===== src/rtl/irq_ctrl.sv =====
// Interrupt controller: per-source gateways, enable mask, claim/complete register interface, meip output.
// Latency: register reads return one cycle after the access; meip follows pending&enable by one cycle.
// Backpressure: none; one access per cycle is always accepted. Build option IRQ_CTRL_EDGE_EN selects edge-triggered requests.
module irq_ctrl #(
    parameter int NUM_SRC = 8
) (
    input  logic               clk,
    input  logic               reset,
    input  logic [NUM_SRC-1:0] irq_src,
    input  logic               bus_valid,
    input  logic               bus_write,
    input  logic [1:0]         bus_addr,
    input  logic [31:0]        bus_wdata,
    output logic [31:0]        bus_rdata,
    output logic               bus_rvalid,
    output logic               meip
);

    typedef enum logic [1:0] {
        GW_IDLE       = 2'd0,
        GW_PENDING    = 2'd1,
        GW_IN_SERVICE = 2'd2
    } gw_state_t;

    gw_state_t          gw_q [NUM_SRC];
    gw_state_t          gw_d [NUM_SRC];
    logic [NUM_SRC-1:0] enable_q, enable_d;
    logic [31:0]        rdata_q, rdata_d;
    logic               rvalid_q, rvalid_d;
    logic               meip_q, meip_d;

    logic [NUM_SRC-1:0] pending, in_service, req, claimable;
    logic               rd_en, claim_rd, cpl_wr, en_wr;
    logic               claim_hit;
    logic [4:0]         claim_idx, claim_id, cpl_id;
    logic               unused_wdata;

    assign unused_wdata = ^bus_wdata;

    assign rd_en    = bus_valid & ~bus_write;
    assign claim_rd = rd_en & (bus_addr == 2'd2);
    assign cpl_wr   = bus_valid & bus_write & (bus_addr == 2'd2);
    assign en_wr    = bus_valid & bus_write & (bus_addr == 2'd1);
    assign cpl_id   = bus_wdata[4:0];

`ifdef IRQ_CTRL_EDGE_EN
    logic [NUM_SRC-1:0] src_prev_q, src_prev_d;

    assign src_prev_d = irq_src;
    assign req        = irq_src & ~src_prev_q;

    // Previous source level for rising-edge detection.
    always_ff @(posedge clk) begin
        if (reset) src_prev_q <= '0;
        else       src_prev_q <= src_prev_d;
    end
`else
    assign req = irq_src;
`endif

    // Decode gateway states into the pending / in-service bit vectors.
    always_comb begin
        pending    = '0;
        in_service = '0;
        for (int i = 0; i < NUM_SRC; i++) begin
            pending[i]    = (gw_q[i] == GW_PENDING);
            in_service[i] = (gw_q[i] == GW_IN_SERVICE);
        end
    end

    assign claimable = pending & enable_q;

    // Lowest-ID arbitration over registered pending & enable.
    always_comb begin
        claim_hit = 1'b0;
        claim_idx = '0;
        for (int i = NUM_SRC - 1; i >= 0; i--) begin
            if (claimable[i]) begin
                claim_hit = 1'b1;
                claim_idx = 5'(i);
            end
        end
    end

    assign claim_id = claim_hit ? (claim_idx + 5'd1) : 5'd0;

    // Gateway transitions; a request is only taken from IDLE, so a request
    // coinciding with complete of the same source is dropped.
    always_comb begin
        for (int i = 0; i < NUM_SRC; i++) begin
            gw_d[i] = gw_q[i];
            case (gw_q[i])
                GW_IDLE:       if (req[i]) gw_d[i] = GW_PENDING;
                GW_PENDING:    if (claim_rd && claim_hit && claim_idx == 5'(i)) gw_d[i] = GW_IN_SERVICE;
                GW_IN_SERVICE: if (cpl_wr && cpl_id == 5'(i + 1)) gw_d[i] = GW_IDLE;
                default:       gw_d[i] = GW_IDLE;
            endcase
        end
    end

    // Enable register, read data mux (held when idle) and meip.
    always_comb begin
        enable_d = enable_q;
        if (en_wr) enable_d = bus_wdata[NUM_SRC-1:0];

        rvalid_d = rd_en;
        rdata_d  = rdata_q;
        if (rd_en) begin
            case (bus_addr)
                2'd0:    rdata_d = 32'(pending);
                2'd1:    rdata_d = 32'(enable_q);
                2'd2:    rdata_d = 32'(claim_id);
                default: rdata_d = 32'(in_service);
            endcase
        end

        meip_d = |(pending & enable_q);
    end

    // State registers; reset wins over any concurrent access or request.
    always_ff @(posedge clk) begin
        if (reset) begin
            for (int i = 0; i < NUM_SRC; i++) gw_q[i] <= GW_IDLE;
            enable_q <= '0;
            rdata_q  <= '0;
            rvalid_q <= 1'b0;
            meip_q   <= 1'b0;
        end else begin
            for (int i = 0; i < NUM_SRC; i++) gw_q[i] <= gw_d[i];
            enable_q <= enable_d;
            rdata_q  <= rdata_d;
            rvalid_q <= rvalid_d;
            meip_q   <= meip_d;
        end
    end

    assign bus_rdata  = rdata_q;
    assign bus_rvalid = rvalid_q;
    assign meip       = meip_q;

endmodule

===== config.mk =====
export PLATFORM = sky130hd
export DESIGN_NAME = irq_ctrl
export DESIGN_NICKNAME = d
export VERILOG_FILES = /design/src/rtl/irq_ctrl.sv
export SDC_FILE = /design/constraint.sdc
export NUM_CORES = 1
export LEC_CHECK = 0
export CORE_MARGIN = 10
export CORE_UTILIZATION = 48
export CTS_CLUSTER_DIAMETER = 50
export DETAILED_ROUTE_END_ITERATION = 10
export GPL_TIMING_DRIVEN = 1
export PLACE_DENSITY_LB_ADDON = 0.2
export SYNTH_ARGS = -nofsm -noshare
export SYNTH_HDL_FRONTEND = slang
export SYNTH_SLANG_ARGS = --single-unit

===== constraint.sdc =====
create_clock -name clk -period 5.9 [get_ports clk]
set_input_delay 1.18 -clock clk [delete_from_list [all_inputs] [get_ports clk]]
set_output_delay 1.18 -clock clk [all_outputs]
set_load 0.005 [all_outputs]

==> out/results.txt, run 1 <==
Status - finished clean
Layout Utilization - 56.86%
P_int - 368.6 uW
Synthesized netlist cell count - 255
Sw power - 134.7 uW
PwrDens - 204.7 mW/mm^2
Final period utilization - 56.34%
Net Sw Frac - 26.77%
Die area - 0.007460 mm^2
Clock transition at path regs - 0.07 ns
Largest net degree at the start of global routing - 33
Placed insts - 328
Initial core utilization - 48.90%
Die Y - 86.37 um
Vias in the first global route - 1907
HPWL after DPL - 4221 um
Worst-path maximum fanout - 20
Routed WL - 5857 um
Die width - 86.37 um
Port Buffers - 31
Core area - 0.004324 mm^2
Ys async rst share - 0%
Worst EP arrival - 3.49 ns
GRT Resource Usage Total - 15.63%
Clock network fraction of total power - 36.0%
Tightest Hold Check Type - reg -> reg
CP Class - in -> reg
CTS Root Buffer Type - clkbuf_8
Buf+Inv Stages, Crit Path - 1
Clock Skews - 0.008623 ns
GP Congestion - 0.9243
Ys flop type - dfxtp_1
Antenna Cells - 0
Final setup TNS - 0 ns
Worst EP required - 6.07 ns
CTS tree - built
CP max stage cell - clkdlybuf4s50_1
Mapped Area - 0.002115 mm^2
Fmax - 0.3008 GHz
Seq cells post-synth - 34
Num CTS Buffers - 5
Number of fill cells - 418
Final net count - 331
Area grow syn2layout - 16.27%
Post-synthesis sequential area ratio - 32.19%
Max stage delay on crit path - 0.81 ns
Clock Sinks - 34
Headroom to the max-slew limit - 47.86%
Final slew viol count - 0
DRT iter0 DRCs - 225
Worst setup EP type - flop
Global route total overflow - 0
Num ports - 80
Initial antenna violation count - 0
Max_cap viols - 0
Yosys cell types - 59
Top cell family by delay on the critical path - simple AND/OR/NAND/NOR gates
Antenna viol nets, final - 0
H-tree depth - 2
TritonRoute pass-1 iters - 4
Pleak - 0.9510 nW
CP startpoint kind - primary input
Crit-path cells - clkdlybuf4s50_1 -> nand2b_1 -> or4b_1 -> o41ai_1 -> a21oi_1
Post-cts resize count - 0
Routed length per instance - 17.43 um
Postcts setup bufs - 0
Global-route wire length before repair - 9487 um
Syn Area/Cell - 8.292 um^2
Hold buffers post-CTS - 0
Peak supply drop - 132.3 uV
Final hold vios - 0
Ys Warns - 0
Final Power - 503.4 uW
Final min period - 3.324 ns
# setup viols final - 0
Reg power frac - 48.8%
Worst-Margin Slew - 0.7797 ns
Comb pwr share - 15.1%
Post-synth EDFFs - 0
Cell Rows - 24
CTS Buffer Depth - 2
Post-Layout Cell Count - 336
Worst-Skew Late Latency - 0.29 ns
Share of post-route cells with drive strength above 1 - 6.338%
RSZ-0062 raised after global routing - false
Drt via density - 5.836
Detailed-route via count - 1961
DRC Markers - 0
## cell usage after synthesis, drive strengths merged (9+ instances only)
| cell | instances | share of area [%] |
|---|---|---|
| clkbuf | 9 | 1.6 |
| o21ai | 12 | 3.0 |
| nand3b | 10 | 4.1 |
| nor2b | 9 | 2.7 |
| buf | 26 | 9.0 |
| nand2 | 25 | 4.4 |
| nor2 | 19 | 3.4 |
| dfxtp | 34 | 32 |
| a21oi | 20 | 4.7 |
## final timing paths
kind / from / to / slack [ns] / cells after the start
worst min register to register: gw_q[1][3] / gw_q[1][2] / 0.48 / 1
worst max register to register: gw_q[1][5] / gw_q[1][2] / 3.66 / 6
worst max-delay path: bus_addr[0] / gw_q[1][1] / 2.58 / 5
worst min-delay path: gw_q[1][3] / gw_q[1][2] / 0.48 / 1
## through the flow
stage          area [um^2]  setup slack (ns)  hold slack (ns)
4_1_cts               2459             2.602           0.4664
5_1_grt               2459             2.450           0.5137
3_3_place_gp          2367             2.305           0.4568
2_1_floorplan         2201             3.561           0.4240
6_report              2459             2.576           0.4768
3_5_place_dp          2367             2.289           0.4539
## routing by layer
metal / vias to the layer above / track usage [%] / wire (um)
li1: 955 / - / -
met1: 904 / 19.90 / 2623
met2: 92 / 24.09 / 2634
met3: 10 / 4.034 / 515
met4: 0 / 7.069 / 85
met5: - / 0 / 0
## sequential cells by signal, summed over array words and instances (netlist names)
| register | flops |
|---|---|
| bus_rdata | 8 |
| meip | 1 |
| bus_rvalid | 1 |
| gw_q | 16 |
| enable_q | 8 |
## final cells by class
type,instances,area (um^2),share of cell area [%]
clock buffers,7,86.33,3.511
clock inverters,1,5.005,0.2036
well taps,52,65.06,2.646
flip-flops and latches,34,680.7,27.68
repair buffers,33,325.3,13.23
inverters,4,15.01,0.6107
multi-input cells,205,1281,52.11
## cell usage in the layout, fill, tap and decap left out, types with 3 or more instances in the layout
cell,count
a211oi_1,3
a21oi_1,20
a2bb2oi_1,3
and3b_1,3
clkbuf_8,6
clkdlybuf4s50_1,31
conb_1,24
dfxtp_1,34
inv_1,4
nand2_1,25
nand2b_1,5
nand3_1,5
nand3b_1,9
nand4_1,3
nor2_1,19
nor2b_1,9
o211a_1,3
o211ai_1,4
o21ai_0,7
o21ai_1,4
o221ai_1,3
o41ai_1,5
or4b_1,3
## cells by family after synthesis
family / count (synthesis) / share of synthesized area, %
AND/OR/NAND/NOR: 108 / 30.89
buffers and inverters: 39 / 11.30
other: 1 / 0.1773
flip-flops: 34 / 32.19
adder cells (fa/ha/maj): 2 / 1.183
AO/OA/AOI/OAI: 69 / 23.31
multiplexers: 2 / 0.9468
## power groups by stage
stage	Combinational (mW)	Clock (mW)	Sequential [mW]
final	0.0761	0.181	0.246
after floorplan	0.0511	0	0.250
after global routing	0.0836	0.195	0.247
after detailed placement	0.0740	0	0.251
after CTS	0.0745	0.183	0.246
after global placement	0.0736	0	0.251
Power figures use the tool's default switching activity.
==> inputs of run 2 (changes only) <==
--- a/config.mk
+++ b/config.mk
@@ -6,7 +6,7 @@
 export NUM_CORES = 1
 export LEC_CHECK = 0
 export CORE_MARGIN = 10
-export CORE_UTILIZATION = 48
+export CORE_UTILIZATION = 40
 export CTS_CLUSTER_DIAMETER = 50
 export DETAILED_ROUTE_END_ITERATION = 10
 export GPL_TIMING_DRIVEN = 1
==> constraint.sdc (replaced) <==
create_clock -name clk -period 2.95 [get_ports clk]
set_input_delay 0.59 -clock clk [delete_from_list [all_inputs] [get_ports clk]]
set_output_delay 0.59 -clock clk [all_outputs]
set_load 0.005 [all_outputs]
==> run 2 against run 1 <==
Effect of this change: sequential cell count unchanged; non-clock buffer count rose by 3; critical path depth grew 3; count of clock-buffer cells in the layout grew 1; hold slack got worse by 0.010 ns; via count down 0.92%; sequential power is 100% higher; clock skew decreased by 0.0065 ns.
==> out/results.txt, run 2 (synthesis gave the netlist of run 1 again) <==
Status - finished clean
Tightest Hold Check Type - reg -> reg
GP Congestion - 0.8578 (-7.2%)
R2R setup slack - 0.66 ns (-3.00 ns)
Final period utilization - 77.49%
Setup WS pre-CTS - 0.4135 ns (-1.875 ns)
CP Class - reg -> reg
Drt via density - 5.443 (-6.7%)
Postcts setup bufs - 0 (unchanged)
Final net count - 334 (+0.91%)
Peak supply drop - 245.5 uV (+85%)
HPWL after DPL - 4447 um (+5.4%)
Worst-path maximum fanout - 6 (-70%)
CTS tree - built
Fmax - 0.4374 GHz
Pleak - 0.9753 nW (+2.6%)
Worst-Skew Late Latency - 0.28 ns (about the same)
Routed WL - 6028 um (+2.9%)
Largest net degree at the start of global routing - 32 (-3.0%)
Port Buffers - 31 (unchanged)
Global-route wire length before repair - 9653 um (+1.7%)
Clock transition at path regs - 0.07 ns (about the same)
Worst setup EP type - flop
Clock Sinks - 34 (unchanged)
Final slew viol count - 0 (unchanged)
Number of fill cells - 554 (+33%)
Hold buffers post-CTS - 0 (unchanged)
CP Launch Point - gw_q[1][4]
Final hold vios - 0 (unchanged)
DRT iter0 DRCs - 212 (-5.8%)
Worst EP arrival - 2.50 ns (-0.99 ns)
Worst r2r path cells - 8 (+2)
Post-cts resize count - 0 (unchanged)
PwrDens - 417.8 mW/mm^2 (+100%)
Cell Rows - 26 (+8.3%)
Initial antenna violation count - 0 (unchanged)
Final worst slack - 0.6640 ns (-1.912 ns)
Biggest register - gw_q
Clock Skews - 0.002154 ns (-0.006469 ns)
Area grow syn2layout - 19.29%
Vias in the first global route - 1853 (-2.8%)
Worst reg2reg startpoint - gw_q[1][4]
Max FFs per register - 16 (unchanged)
Final min period - 2.286 ns
GRT Resource Usage Total - 13.91% (-1.7 points)
Die area - 0.008594 mm^2 (+15%)
TritonRoute pass-1 iters - 4 (unchanged)
Die Y - 92.71 um (+7.3%)
Crit path to - gw_q[0][5]
CTS Buffer Depth - 2 (unchanged)
RSZ-0062 raised after global routing - false
Share of post-route cells with drive strength above 1 - 7.666% (+1.3 points)
Antenna Cells - 0 (unchanged)
Die width - 92.71 um (+7.3%)
# setup viols final - 0 (unchanged)
Worst EP required - 3.17 ns (-2.90 ns)
Most common cell after layout, fill and taps aside - dfxtp_1
Num ports - 80 (unchanged)
Detailed-route via count - 1943 (-0.92%)
CP startpoint kind - flop
Final setup TNS - 0 ns (unchanged)
Core area - 0.005107 mm^2 (+18%)
CTS Root Buffer Type - clkbuf_8
Routed length per instance - 16.89 um (-3.1%)
Max_cap viols - 0 (unchanged)
H-tree depth - 2 (unchanged)
Global route total overflow - 0 (unchanged)
Worst R2R End - gw_q[0][5]
Commonest cells after routing, fill and taps aside - dfxtp_1, clkdlybuf4s50_1, nand2_1, conb_1, a21oi_1
Num CTS Buffers - 5 (unchanged)
Initial core utilization - 41.40% (-7.5 points)
DRC Markers - 0 (unchanged)
Antenna viol nets, final - 0 (unchanged)
run 2: how the worst min path moves through the flow:
| stage | startpoint | to | cells past startpoint | slack [ns] |
|---|---|---|---|---|
| floorplan | gw_q[1][3] | gw_q[1][2] | 1 | 0.42 |
| global placement | gw_q[1][3] | gw_q[1][2] | 1 | 0.46 |
| detailed placement | gw_q[1][3] | gw_q[1][2] | 1 | 0.45 |
| CTS | gw_q[1][3] | gw_q[1][2] | 1 | 0.46 |
| global route | gw_q[1][3] | gw_q[1][2] | 1 | 0.48 |
| finish | gw_q[1][3] | gw_q[1][2] | 1 | 0.47 |
run 2: area by class of cell:
cell class	count	area, um^2	area share, %
well taps	70	87.58	3.472
clock buffers	8	110.1	4.365
repair buffers	36	347.8	13.79
flip-flops and latches	34	680.7	26.98
inverters	4	15.01	0.5952
multi-input cells	205	1281	50.79
run 2: worst max-delay path, stage by stage (launching register included):
cell	delay, ns
dfxtp_1	0.40
nand3b_1	0.22
a222oi_1	0.49
o21ai_1	0.22
inv_1	0.10
ha_1	0.23
nand3_1	0.11
or3_1	0.32
a21oi_1	0.12
run 2: metal layers:
metal,share of wire (%),global-route usage [%]
met1,46,18.53
met2,43,20.06
met3,9.0,4.762
met4,1.6,5.398
met5,0,0
run 2: power breakdown:
part / leakage (nW) / switching, mW / internal [mW]
combinational: 0.640 / 0.0812 / 0.0746
clock: 0.0575 / 0.171 / 0.236
sequential: 0.278 / 0.0151 / 0.476
total: 0.975 / 0.267 / 0.787
run 2: stage by stage:
| stage | utilization, % | total power, mW | cells | area [um^2] | hold WS (ns) |
|---|---|---|---|---|---|
| finish | 49.39 | 1.054 | 357 | 2522 | 0.4668 |
| global route | 49.39 | 1.104 | 357 | 2522 | 0.4820 |
| CTS | 49.39 | 1.062 | 357 | 2522 | 0.4636 |
| detailed placement | 47.23 | 0.6541 | 349 | 2412 | 0.4530 |
| global placement | 47.23 | 0.6530 | 349 | 2412 | 0.4592 |
| floorplan | - | 0.6017 | 278 | 2201 | 0.4240 |
==> inputs of run 3 (changes only) <==
==> constraint.sdc (replaced) <==
create_clock -name clk -period 1.9 [get_ports clk]
set_input_delay 0.38 -clock clk [delete_from_list [all_inputs] [get_ports clk]]
set_output_delay 0.38 -clock clk [all_outputs]
set_load 0.005 [all_outputs]
==> run 3 against run 2 <==
Effect of this change: the flow now finishes with violations (setup timing); critical path depth fell by 1; count of clock-buffer cells in the layout fell by 1; power rose by 49%; non-clock buffer count rose by 46; die area did not move; critical endpoint is now gw_q[1][2]; largest cell class unchanged; largest power group unchanged.
==> out/results.txt, run 3 (synthesis gave the netlist of run 1 again) <==
Clock Sinks - 34 (unchanged)
Max FFs per register - 16 (unchanged)
H-tree depth - 2 (unchanged)
PwrDens - 532.0 mW/mm^2 (+27%)
Initial antenna violation count - 0 (unchanged)
CP Launch Point - gw_q[1][3]
Fmax - 0.5207 GHz (+19%)
Hold buffers post-CTS - 0 (unchanged)
Num ports - 80 (unchanged)
Met2 WL post-DR - 3095 um (+19%)
Final worst slack - -0.02051 ns (-0.6845 ns)
DR top layer - met4
Worst setup EP type - flop
Vias in the first global route - 2128 (+15%)
Final hold vios - 0 (unchanged)
Global-route wire length before repair - 10470 um (+8.5%)
CTS Root Buffer Type - clkbuf_8
Biggest register - gw_q
Drt via density - 5.241 (-3.7%)
Global route total overflow - 0 (unchanged)
Clock transition at path regs - 0.07 ns (about the same)
Share of post-route cells with drive strength above 1 - 24.70% (+17 points)
GRT Resource Usage Total - 15.21% (+1.3 points)
Met3 WL - 430 um (-21%)
Initial core utilization - 41.40% (unchanged)
Worst EP required - 2.09 ns (-1.08 ns)
CTS Buffer Depth - 2 (unchanged)
Die Y - 92.71 um (unchanged)
Cell Rows - 26 (unchanged)
Num CTS Buffers - 5 (unchanged)
Die width - 92.71 um (unchanged)
Failing checks - setup timing
Worst-path maximum fanout - 3 (-3)
Tightest Hold Check Type - reg -> reg
Routed metal-1 wirelength - 3029 um (+9.1%)
Final slew viol count - 0 (unchanged)
Clock Skews - 0.007758 ns (+0.005604 ns)
Final net count - 380 (+14%)
Final Power - 1.566 mW (+49%)
CP Class - reg -> reg
Post-Layout Cell Count - 402 (+13%)
Die area - 0.008594 mm^2 (unchanged)
CTS tree - built
Worst reg2reg startpoint - gw_q[1][3]
GP Congestion - 0.8652 (+0.86%)
Layout Utilization - 57.64% (+8.3 points)
Max_cap viols - 0 (unchanged)
Routed WL - 6669 um (+11%)
Final min period - 1.921 ns (-0.3655 ns)
Core area - 0.005107 mm^2 (unchanged)
Final period utilization - 101.1% (+24 points)
Area grow syn2layout - 39.23%
Worst-Skew Late Latency - 0.29 ns (about the same)
Placed insts - 390 (+12%)
DRT iter0 DRCs - 103 (-51%)
Peak supply drop - 357.9 uV (+46%)
Commonest cells after routing, fill and taps aside - buf_4, dfxtp_1, clkdlybuf4s50_1, nand2_1, conb_1
Antenna viol nets, final - 0 (unchanged)
# setup viols final - 2 (+2)
DRC Markers - 0 (unchanged)
Pleak - 1.201 nW (+23%)
Port Buffers - 31 (unchanged)
CP startpoint kind - flop
RSZ-0062 raised after global routing - true
TritonRoute pass-1 iters - 4 (unchanged)
Routed length per instance - 16.59 um (-1.8%)
HPWL after DPL - 4964 um (+12%)
Worst EP arrival - 2.11 ns (-0.39 ns)
Largest net degree at the start of global routing - 20 (-38%)
Worst hold start - enable_q[6]
Detailed-route via count - 2107 (+8.4%)
Status - complete, but fails checks
Most common cell after layout, fill and taps aside - buf_4
WHS - 0.4805 ns (+0.01377 ns)
Antenna Cells - 0 (unchanged)
run 3: worst max-delay path: stages (launching register included):
cell and delay (ns):
dfxtp_2 0.32, and2b_4 0.20, a222oi_1 0.33, buf_4 0.19
o21ai_4 0.07, ha_2 0.22, and3_1 0.18, a2111oi_2 0.29
run 3: where the power goes:
group	total (mW)	leakage (nW)	switching [mW]	internal [mW]
clock	0.498	0.0383	0.246	0.252
sequential	0.759	0.279	0.0190	0.740
combinational	0.309	0.884	0.148	0.161
total	1.57	1.20	0.413	1.15
run 3: repair_timing:
| item | 4_1_cts | 5_1_grt |
|---|---|---|
| gates cloned | 0 | 0 |
| resized for setup | 4 | 19 |
| pin swaps | 3 | 9 |
| buffers inserted | 2 | 3 |
| endpoints found under the setup margin | 7 | 13 |
run 3: final cells by class:
| class | count | area (um^2) |
|---|---|---|
| clock buffer | 7 | 76.32 |
| fill | 503 | 2163 |
| inverter | 4 | 15.01 |
| multi-input combinational | 205 | 1365 |
| sequential | 34 | 683.2 |
| tap | 70 | 87.58 |
| timing repair buffer | 82 | 716.9 |
run 3: metrics by stage:
| step | area [um^2] | TNS (ns) | setup WS (ns) |
|---|---|---|---|
| final | 2944 | -0.03793 | -0.02051 |
| after global routing | 2944 | -0.3647 | -0.08793 |
| after CTS | 2835 | -0.3632 | -0.1121 |
| after detailed placement | 2733 | -1.744 | -0.2641 |
| after global placement | 2733 | -1.323 | -0.2501 |
| after floorplan | 2201 | 0 | 0.01171 |
run 3: per-layer routing:
| layer | vias up | GRT usage [%] |
|---|---|---|
| met3 | 9 | 5.004 |
| met5 | - | 0 |
| met4 | 0 | 4.627 |
| li1 | 1049 | - |
| met1 | 990 | 18.27 |
| met2 | 59 | 25.18 |
run 3: path summary, 6_finish.rpt:
| path | to | slack [ns] | cells after the start |
|---|---|---|---|
| max reg2reg | gw_q[1][2] | -0.02 | 7 |
| max | gw_q[1][2] | -0.02 | 7 |
| min reg2reg | enable_q[6] | 0.48 | 2 |
| min | enable_q[6] | 0.48 | 2 |
